===== src/rtl/clf_head_arbiter_if.sv =====
// Signal bundle between clf_head_arbiter (master) and the requesters, shared head and response consumer (slave).
// A response transfers on a rising clk edge with resp_valid && resp_ready; resp_valid and resp_* hold until that edge.
interface clf_head_arbiter_if #(
   parameter int NUM_REQ     = 4,
   parameter int DATA_WIDTH  = 16,
   parameter int NUM_CLASSES = 4
) ();
   localparam int SEL_W = $clog2(NUM_REQ);
   localparam int CLS_W = (NUM_CLASSES > 1) ? $clog2(NUM_CLASSES) : 1;

   logic [NUM_REQ-1:0]                      req;
   logic [NUM_REQ-1:0]                      grant;
   logic [SEL_W-1:0]                        head_sel;
   logic                                    head_start;
   logic                                    head_out_valid;
   logic [NUM_CLASSES-1:0][DATA_WIDTH-1:0]  head_logits_in;
   logic                                    resp_valid;
   logic                                    resp_ready;
   logic [SEL_W-1:0]                        resp_id;
   logic [NUM_CLASSES-1:0][DATA_WIDTH-1:0]  resp_logits;
   logic [CLS_W-1:0]                        resp_class;
   logic                                    resp_err;
   logic                                    busy;

   modport master (
      input  req, head_out_valid, head_logits_in, resp_ready,
      output grant, head_sel, head_start, resp_valid, resp_id,
             resp_logits, resp_class, resp_err, busy
   );

   modport slave (
      output req, head_out_valid, head_logits_in, resp_ready,
      input  grant, head_sel, head_start, resp_valid, resp_id,
             resp_logits, resp_class, resp_err, busy
   );
endinterface


===== src/rtl/clf_head_arbiter.sv =====
// Round-robin arbiter sharing one classification head among NUM_REQ requesters, with timeout and response channel.
// Define CLF_ARB_ARGMAX_EN to add the sequential argmax scan that fills resp_class; otherwise resp_class is 0.
module clf_head_arbiter #(
   parameter int NUM_REQ     = 4,
   parameter int DATA_WIDTH  = 16,
   parameter int NUM_CLASSES = 4,
   parameter int TIMEOUT     = 64
) (
   input  logic               clk,
   input  logic               rst,
   clf_head_arbiter_if.master bus,
   output logic [2:0]         o_dbg_state
);
   localparam int SEL_W = $clog2(NUM_REQ);
   localparam int CLS_W = (NUM_CLASSES > 1) ? $clog2(NUM_CLASSES) : 1;
   localparam int CNT_W = $clog2(TIMEOUT + 1);

   typedef enum logic [2:0] {
      S_IDLE   = 3'd0,
      S_START  = 3'd1,
      S_WAIT   = 3'd2,
`ifdef CLF_ARB_ARGMAX_EN
      S_ARGMAX = 3'd3,
`endif
      S_RESP   = 3'd4
   } state_t;

   state_t                                 r_state;
   state_t                                 w_state_next;
   logic [NUM_REQ-1:0]                     r_grant;
   logic [SEL_W-1:0]                       r_sel;
   logic [SEL_W-1:0]                       r_rr_ptr;
   logic [CNT_W-1:0]                       r_cnt;
   logic [NUM_CLASSES-1:0][DATA_WIDTH-1:0] r_logits;
   logic                                   r_err;
   logic [SEL_W-1:0]                       w_winner;
   logic                                   w_found;
   logic                                   w_take;
   logic                                   w_capture;
   logic                                   w_timeout;
   logic                                   w_handshake;

   function automatic logic [SEL_W-1:0] wrap_idx(input logic [SEL_W-1:0] base, input int off);
      int s;
      s = int'(base) + off;
      if (s >= NUM_REQ) s = s - NUM_REQ;
      return SEL_W'(s);
   endfunction

   // First requesting index at or after the round-robin pointer, with wrap.
   always_comb begin
      w_found  = 1'b0;
      w_winner = '0;
      for (int i = 0; i < NUM_REQ; i++) begin
         if (!w_found && bus.req[wrap_idx(r_rr_ptr, i)]) begin
            w_found  = 1'b1;
            w_winner = wrap_idx(r_rr_ptr, i);
         end
      end
   end

`ifdef CLF_ARB_ARGMAX_EN
   logic [CLS_W-1:0] r_class;
   logic [CLS_W-1:0] r_scan_idx;
   logic             w_scan_last;
   logic             w_better;

   assign w_scan_last = (r_scan_idx == CLS_W'(NUM_CLASSES - 1));
   // Strictly greater only, so ties keep the lowest index.
   assign w_better    = $signed(r_logits[r_scan_idx]) > $signed(r_logits[r_class]);
`endif

   always_ff @(posedge clk or posedge rst) begin
      if (rst) r_state <= S_IDLE;
      else     r_state <= w_state_next;
   end

   always_comb begin
      w_state_next = r_state;
      w_take       = 1'b0;
      w_capture    = 1'b0;
      w_timeout    = 1'b0;
      w_handshake  = 1'b0;
      case (r_state)
         S_IDLE: begin
            if (w_found) begin
               w_take       = 1'b1;
               w_state_next = S_START;
            end
         end
         S_START: w_state_next = S_WAIT;
         S_WAIT: begin
            // A result arriving in the timeout cycle still counts as a normal result.
            if (bus.head_out_valid) begin
               w_capture    = 1'b1;
`ifdef CLF_ARB_ARGMAX_EN
               w_state_next = S_ARGMAX;
`else
               w_state_next = S_RESP;
`endif
            end else if (r_cnt == CNT_W'(TIMEOUT - 1)) begin
               w_timeout    = 1'b1;
               w_state_next = S_RESP;
            end
         end
`ifdef CLF_ARB_ARGMAX_EN
         S_ARGMAX: begin
            if (w_scan_last) w_state_next = S_RESP;
         end
`endif
         S_RESP: begin
            if (bus.resp_ready) begin
               w_handshake  = 1'b1;
               w_state_next = S_IDLE;
            end
         end
         default: w_state_next = S_IDLE;
      endcase
   end

   always_ff @(posedge clk or posedge rst) begin
      if (rst) begin
         r_grant  <= '0;
         r_sel    <= '0;
         r_rr_ptr <= '0;
         r_cnt    <= '0;
         r_logits <= '0;
         r_err    <= 1'b0;
      end else begin
         if (w_take) begin
            r_grant <= NUM_REQ'(1) << w_winner;
            r_sel   <= w_winner;
         end
         if (r_state == S_START)     r_cnt <= '0;
         else if (r_state == S_WAIT) r_cnt <= r_cnt + CNT_W'(1);
         if (w_capture) begin
            r_logits <= bus.head_logits_in;
            r_err    <= 1'b0;
         end
         if (w_timeout) begin
            r_logits <= '0;
            r_err    <= 1'b1;
         end
         if (w_handshake) begin
            r_grant  <= '0;
            r_err    <= 1'b0;
            r_rr_ptr <= wrap_idx(r_sel, 1);
         end
      end
   end

`ifdef CLF_ARB_ARGMAX_EN
   always_ff @(posedge clk or posedge rst) begin
      if (rst) begin
         r_class    <= '0;
         r_scan_idx <= '0;
      end else if (w_capture || w_timeout) begin
         r_class    <= '0;
         r_scan_idx <= '0;
      end else if (r_state == S_ARGMAX) begin
         if (w_better)     r_class    <= r_scan_idx;
         if (!w_scan_last) r_scan_idx <= r_scan_idx + CLS_W'(1);
      end
   end

   assign bus.resp_class = r_class;
`else
   assign bus.resp_class = '0;
`endif

   assign bus.grant       = r_grant;
   assign bus.head_sel    = r_sel;
   assign bus.head_start  = (r_state == S_START);
   assign bus.resp_valid  = (r_state == S_RESP);
   assign bus.resp_id     = r_sel;
   assign bus.resp_logits = r_logits;
   assign bus.resp_err    = r_err;
   assign bus.busy        = (r_state != S_IDLE);
   assign o_dbg_state     = r_state;
endmodule


===== src/flat_wrapper.sv =====
// flat-port wrapper written by rule: the top's interface ports become plain ports
module clf_head_arbiter_flat 
#(
   parameter int NUM_REQ     = 4,
   parameter int DATA_WIDTH  = 16,
   parameter int NUM_CLASSES = 4,
   parameter int TIMEOUT     = 64
)
  (clk, rst, o_dbg_state, bus_req, bus_head_out_valid, bus_head_logits_in, bus_resp_ready, bus_grant, bus_head_sel, bus_head_start, bus_resp_valid, bus_resp_id, bus_resp_logits, bus_resp_class, bus_resp_err, bus_busy);
  clf_head_arbiter_if #(.NUM_REQ(NUM_REQ), .DATA_WIDTH(DATA_WIDTH), .NUM_CLASSES(NUM_CLASSES)) bus_i ();
  input  logic clk;
  input  logic rst;
  output logic [2:0] o_dbg_state;
  input wire logic [$bits(bus_i.req)-1:0] bus_req;
  input wire logic [$bits(bus_i.head_out_valid)-1:0] bus_head_out_valid;
  input wire logic [$bits(bus_i.head_logits_in)-1:0] bus_head_logits_in;
  input wire logic [$bits(bus_i.resp_ready)-1:0] bus_resp_ready;
  output wire logic [$bits(bus_i.grant)-1:0] bus_grant;
  output wire logic [$bits(bus_i.head_sel)-1:0] bus_head_sel;
  output wire logic [$bits(bus_i.head_start)-1:0] bus_head_start;
  output wire logic [$bits(bus_i.resp_valid)-1:0] bus_resp_valid;
  output wire logic [$bits(bus_i.resp_id)-1:0] bus_resp_id;
  output wire logic [$bits(bus_i.resp_logits)-1:0] bus_resp_logits;
  output wire logic [$bits(bus_i.resp_class)-1:0] bus_resp_class;
  output wire logic [$bits(bus_i.resp_err)-1:0] bus_resp_err;
  output wire logic [$bits(bus_i.busy)-1:0] bus_busy;
  assign bus_i.req = bus_req;
  assign bus_i.head_out_valid = bus_head_out_valid;
  assign bus_i.head_logits_in = bus_head_logits_in;
  assign bus_i.resp_ready = bus_resp_ready;
  assign bus_grant = bus_i.grant;
  assign bus_head_sel = bus_i.head_sel;
  assign bus_head_start = bus_i.head_start;
  assign bus_resp_valid = bus_i.resp_valid;
  assign bus_resp_id = bus_i.resp_id;
  assign bus_resp_logits = bus_i.resp_logits;
  assign bus_resp_class = bus_i.resp_class;
  assign bus_resp_err = bus_i.resp_err;
  assign bus_busy = bus_i.busy;
  clf_head_arbiter #(.NUM_REQ(NUM_REQ), .DATA_WIDTH(DATA_WIDTH), .NUM_CLASSES(NUM_CLASSES), .TIMEOUT(TIMEOUT)) u_core (.clk(clk), .rst(rst), .bus(bus_i), .o_dbg_state(o_dbg_state));
endmodule

===== config.mk =====
export PLATFORM = sky130hd
export DESIGN_NAME = clf_head_arbiter_flat
export DESIGN_NICKNAME = d
export VERILOG_FILES = /design/src/rtl/clf_head_arbiter_if.sv /design/src/rtl/clf_head_arbiter.sv /design/src/flat_wrapper.sv
export SDC_FILE = /design/constraint.sdc
export NUM_CORES = 1
export LEC_CHECK = 0
export ABC_AREA = 1
export CAP_MARGIN = 20
export CORE_MARGIN = 5
export CORE_UTILIZATION = 45
export DETAILED_ROUTE_END_ITERATION = 8
export PLACE_DENSITY = 0.84
export REMOVE_ABC_BUFFERS = 1
export SYNTH_ARGS = -nofsm -noshare
export SYNTH_HDL_FRONTEND = slang
export SYNTH_SLANG_ARGS = --single-unit
export TNS_END_PERCENT = 20

===== constraint.sdc =====
create_clock -name clk -period 4.4 [get_ports clk]
set_input_delay 0.88 -clock clk [delete_from_list [all_inputs] [get_ports clk]]
set_output_delay 0.88 -clock clk [all_outputs]
set_load 0.005 [all_outputs]

==> impl_metrics.yaml <==
outcome:
  status: "completed"
clock_tree:
  cts_sinks: 83
  cts-root-buf: "clkbuf_8"
  cts_buffers: 9
  hold_buffers: 0
  cts_tree: "done"
  clk_latency_ns: 0.33
  cts_resized: 0
  clk_pin_slew_ns: 0.07
  clk_path_buf_depth: 2
  cts_setup_buffers: 0
  h-tree-depth: 3
timing:
  tightest_slew_ns: 0.675
  final-hold-violation-count: 0
  rsz0062_at_grt: "false"
  whs_ns: 0.489
  period_share: 0.576
  finalClockSkew_ns: 0.0132
  finalSetupTns_ns: 0
  max-slew-margin-rel: 0.550
  slew_violations: 0
  period_minus_slack_ns: 2.53
  setup_slack_ns: 1.87
  setup_viol: 0
  max_freq_mhz: 395
drt:
  antenna_left: 0
  finalWirelength_mm: 9.58
  drc: 0
  drtIter0Drc: 92
  viasPerCell: 5.11
  vias: 2928
  first_pass_iters: 6
  routedWlPerCell_um: 16.7
global_routing:
  grt_max_degree: 66
  grt_pass1_vias: 3230
  grt_usage: 0.199
  antenna_found_initial: 0
  grt_pass1_wl_mm: 15.7
  overflow: 0
setup_path:
  reg2reg_depth: 11
  worst-path-buf-inv: 2
  worstReg2RegStart: "u_core.r_rr_ptr[0]$_DFFE_PP0N_"
  critPathRequiredTime_ns: 3.52
  ff2ff_setup_slack_ns: 2.55
  path_cells: "nor3_1, inv_1, clkdlybuf4s50_1"
  critPathKind: "reg -> out"
  slowest_stage: "clkdlybuf4s50_1"
  r2r-end: "u_core.bus.grant[3]$_DFFE_PP0P_"
  endpoint_kind: "output pin"
  cp_top_family: "buffers and inverters"
  critPathMaxStageDelay_ns: 0.45
  critPathMaxFanout: 5
  critPathLaunchType: "flop"
  arrival_ns: 1.65
logic_synthesis:
  ys_warn_count: 0
  synth_flop_cell: "dfrtp_1"
  mappedNetlistArea_um2: 3570
  avgSynthCellArea_um2: 11.1
  synthArstFlopShare: 1.00
  synthCells: 320
  synth-seq-cells: 83
  yosysSeqAreaShare: 0.582
  synth_edf_count: 0
  synth_cell_types: 29
floorplanning:
  core_um2: 7730
  dieArea_um2: 9810
  die-width_um: 99.0
  ios: 153
  std_cell_rows: 32
  start_util: 0.462
  die_h_um: 99.0
layout:
  syn2layout_area_growth_pct: 49.3
  antennaDiodeCount: 0
  fillers: 557
  fin_nets: 539
  layout_commonest_cell: "clkdlybuf4s50_1"
  most-common-layout-cells: "clkdlybuf4s50_1 (150), dfrtp_1 (83), a22o_1 (65)"
  drive_above_1_share: 0.0913
worst_hold_path:
  min_to: "u_core.bus.grant[3]$_DFFE_PP0P_"
  hold_start: "u_core.bus.grant[3]$_DFFE_PP0P_"
  min_path_type: "reg -> reg"
  hold_depth: 2
power_and_ir_drop:
  irDropWorstVdd_mv: 0.336
  p_per_area_nw_per_um2: 692
  leakage_nw: 2.51
place:
  io_buffers: 150
  routabilityCongestion: 0.792
  dp_slack_ns: 1.58
  dp_hpwl_mm: 7.04
flow_run:
  max-cap-violations: 0
-- where the power goes --
| part | total (mW) | switching, mW | leakage, nW | internal, mW |
|---|---|---|---|---|
| combinational | 1.74 | 0.745 | 1.35 | 0.999 |
| sequential | 1.33 | 0.239 | 1.05 | 1.09 |
| clock | 0.611 | 0.271 | 0.113 | 0.340 |
-- state kept, by name, summed over array words and instances (netlist names) --
signal,cells
u_core.r_rr_ptr,2
u_core.bus.head_sel,2
u_core.r_cnt,7
u_core.o_dbg_state,3
u_core.bus.resp_err,1
u_core.bus.grant,4
u_core.bus.resp_logits,64
-- how the worst max path moves through the flow --
| stage | to | depth (start not counted) | startpoint | slack [ns] |
|---|---|---|---|---|
| 6_report | bus_busy | 3 | u_core.o_dbg_state[0]$_DFFE_PP0P_ | 1.87 |
| 4_1_cts | bus_busy | 3 | u_core.o_dbg_state[0]$_DFFE_PP0P_ | 1.84 |
| 2_1_floorplan | u_core.bus.resp_logits[0]$_DFFE_PP0P_ | 6 | bus_head_out_valid | 0.44 |
| 3_3_place_gp | u_core.o_dbg_state[2]$_DFFE_PP0P_ | 6 | bus_head_out_valid | 1.63 |
| 5_1_grt | bus_busy | 3 | u_core.o_dbg_state[1]$_DFFE_PP0P_ | 1.74 |
| 3_5_place_dp | u_core.o_dbg_state[2]$_DFFE_PP0P_ | 6 | bus_head_out_valid | 1.58 |
-- final cells by class --
| class | instances | area (um2) | share of cell area |
|---|---|---|---|
| timing repair buffer | 153 | 1540 | 0.288 |
| multi-input combinational | 191 | 1240 | 0.234 |
| clock inverter | 6 | 93.8 | 0.0176 |
| sequential | 83 | 2080 | 0.390 |
| tap | 102 | 128 | 0.0240 |
| inverter | 28 | 109 | 0.0204 |
| clock buffer | 10 | 138 | 0.0258 |
-- stage by stage --
step                cell area (um2)  total power, mW  utilization  std cells
floorplan                      3420             2.14            -        302
global placement               5070             3.03        0.657        556
detailed placement             5070             3.08        0.657        556
CTS                            5310             3.72        0.687        572
global route                   5330             3.95        0.689        573
finish                         5330             3.68        0.689        573
-- cells in the mapped netlist (2+ instances only) --
master   instances  area, um2
dfrtp_1         83       2080
a22o_1          65        569
nand2_1         52        195
inv_1           24       90.1
nor2_1          14       52.6
nand3_1         11       55.1
o21ai_0          9       45.0
buf_2            8       40.0
buf_6            7       78.8
a21oi_1          6       30.0
nand2_2          6       37.5
nand2_4          5       56.3
nor3_1           5       25.0
buf_4            4       30.0
inv_2            3       11.3
nand4_1          3       18.8
nand3_2          2       20.0
nor2_8           2       40.0
-- tightest hold or removal path, delay by kind of cell, from the launching register on --
kind             cells  cell delay, ns
AND/OR/NAND/NOR      2            0.11
flip-flops           1            0.35
-- cell families after synthesis --
group | Yosys count | synth area share
AND/OR/NAND/NOR | 102 | 0.148
AO/OA/AOI/OAI | 85 | 0.191
flip-flops | 83 | 0.582
buffers and inverters | 47 | 0.0719
XOR/XNOR | 1 | 0.00246
adder cells (fa/ha/maj) | 1 | 0.00351
other | 1 | 0.00105
-- metal layers --
layer,vias up,share of wire,track usage
met1,1409,0.41,0.255
met5,-,0,0
met2,116,0.47,0.306
met3,13,0.10,0.0814
met4,0,0.018,0.0683
li1,1390,-,-
(Power assumes the default switching activity.)
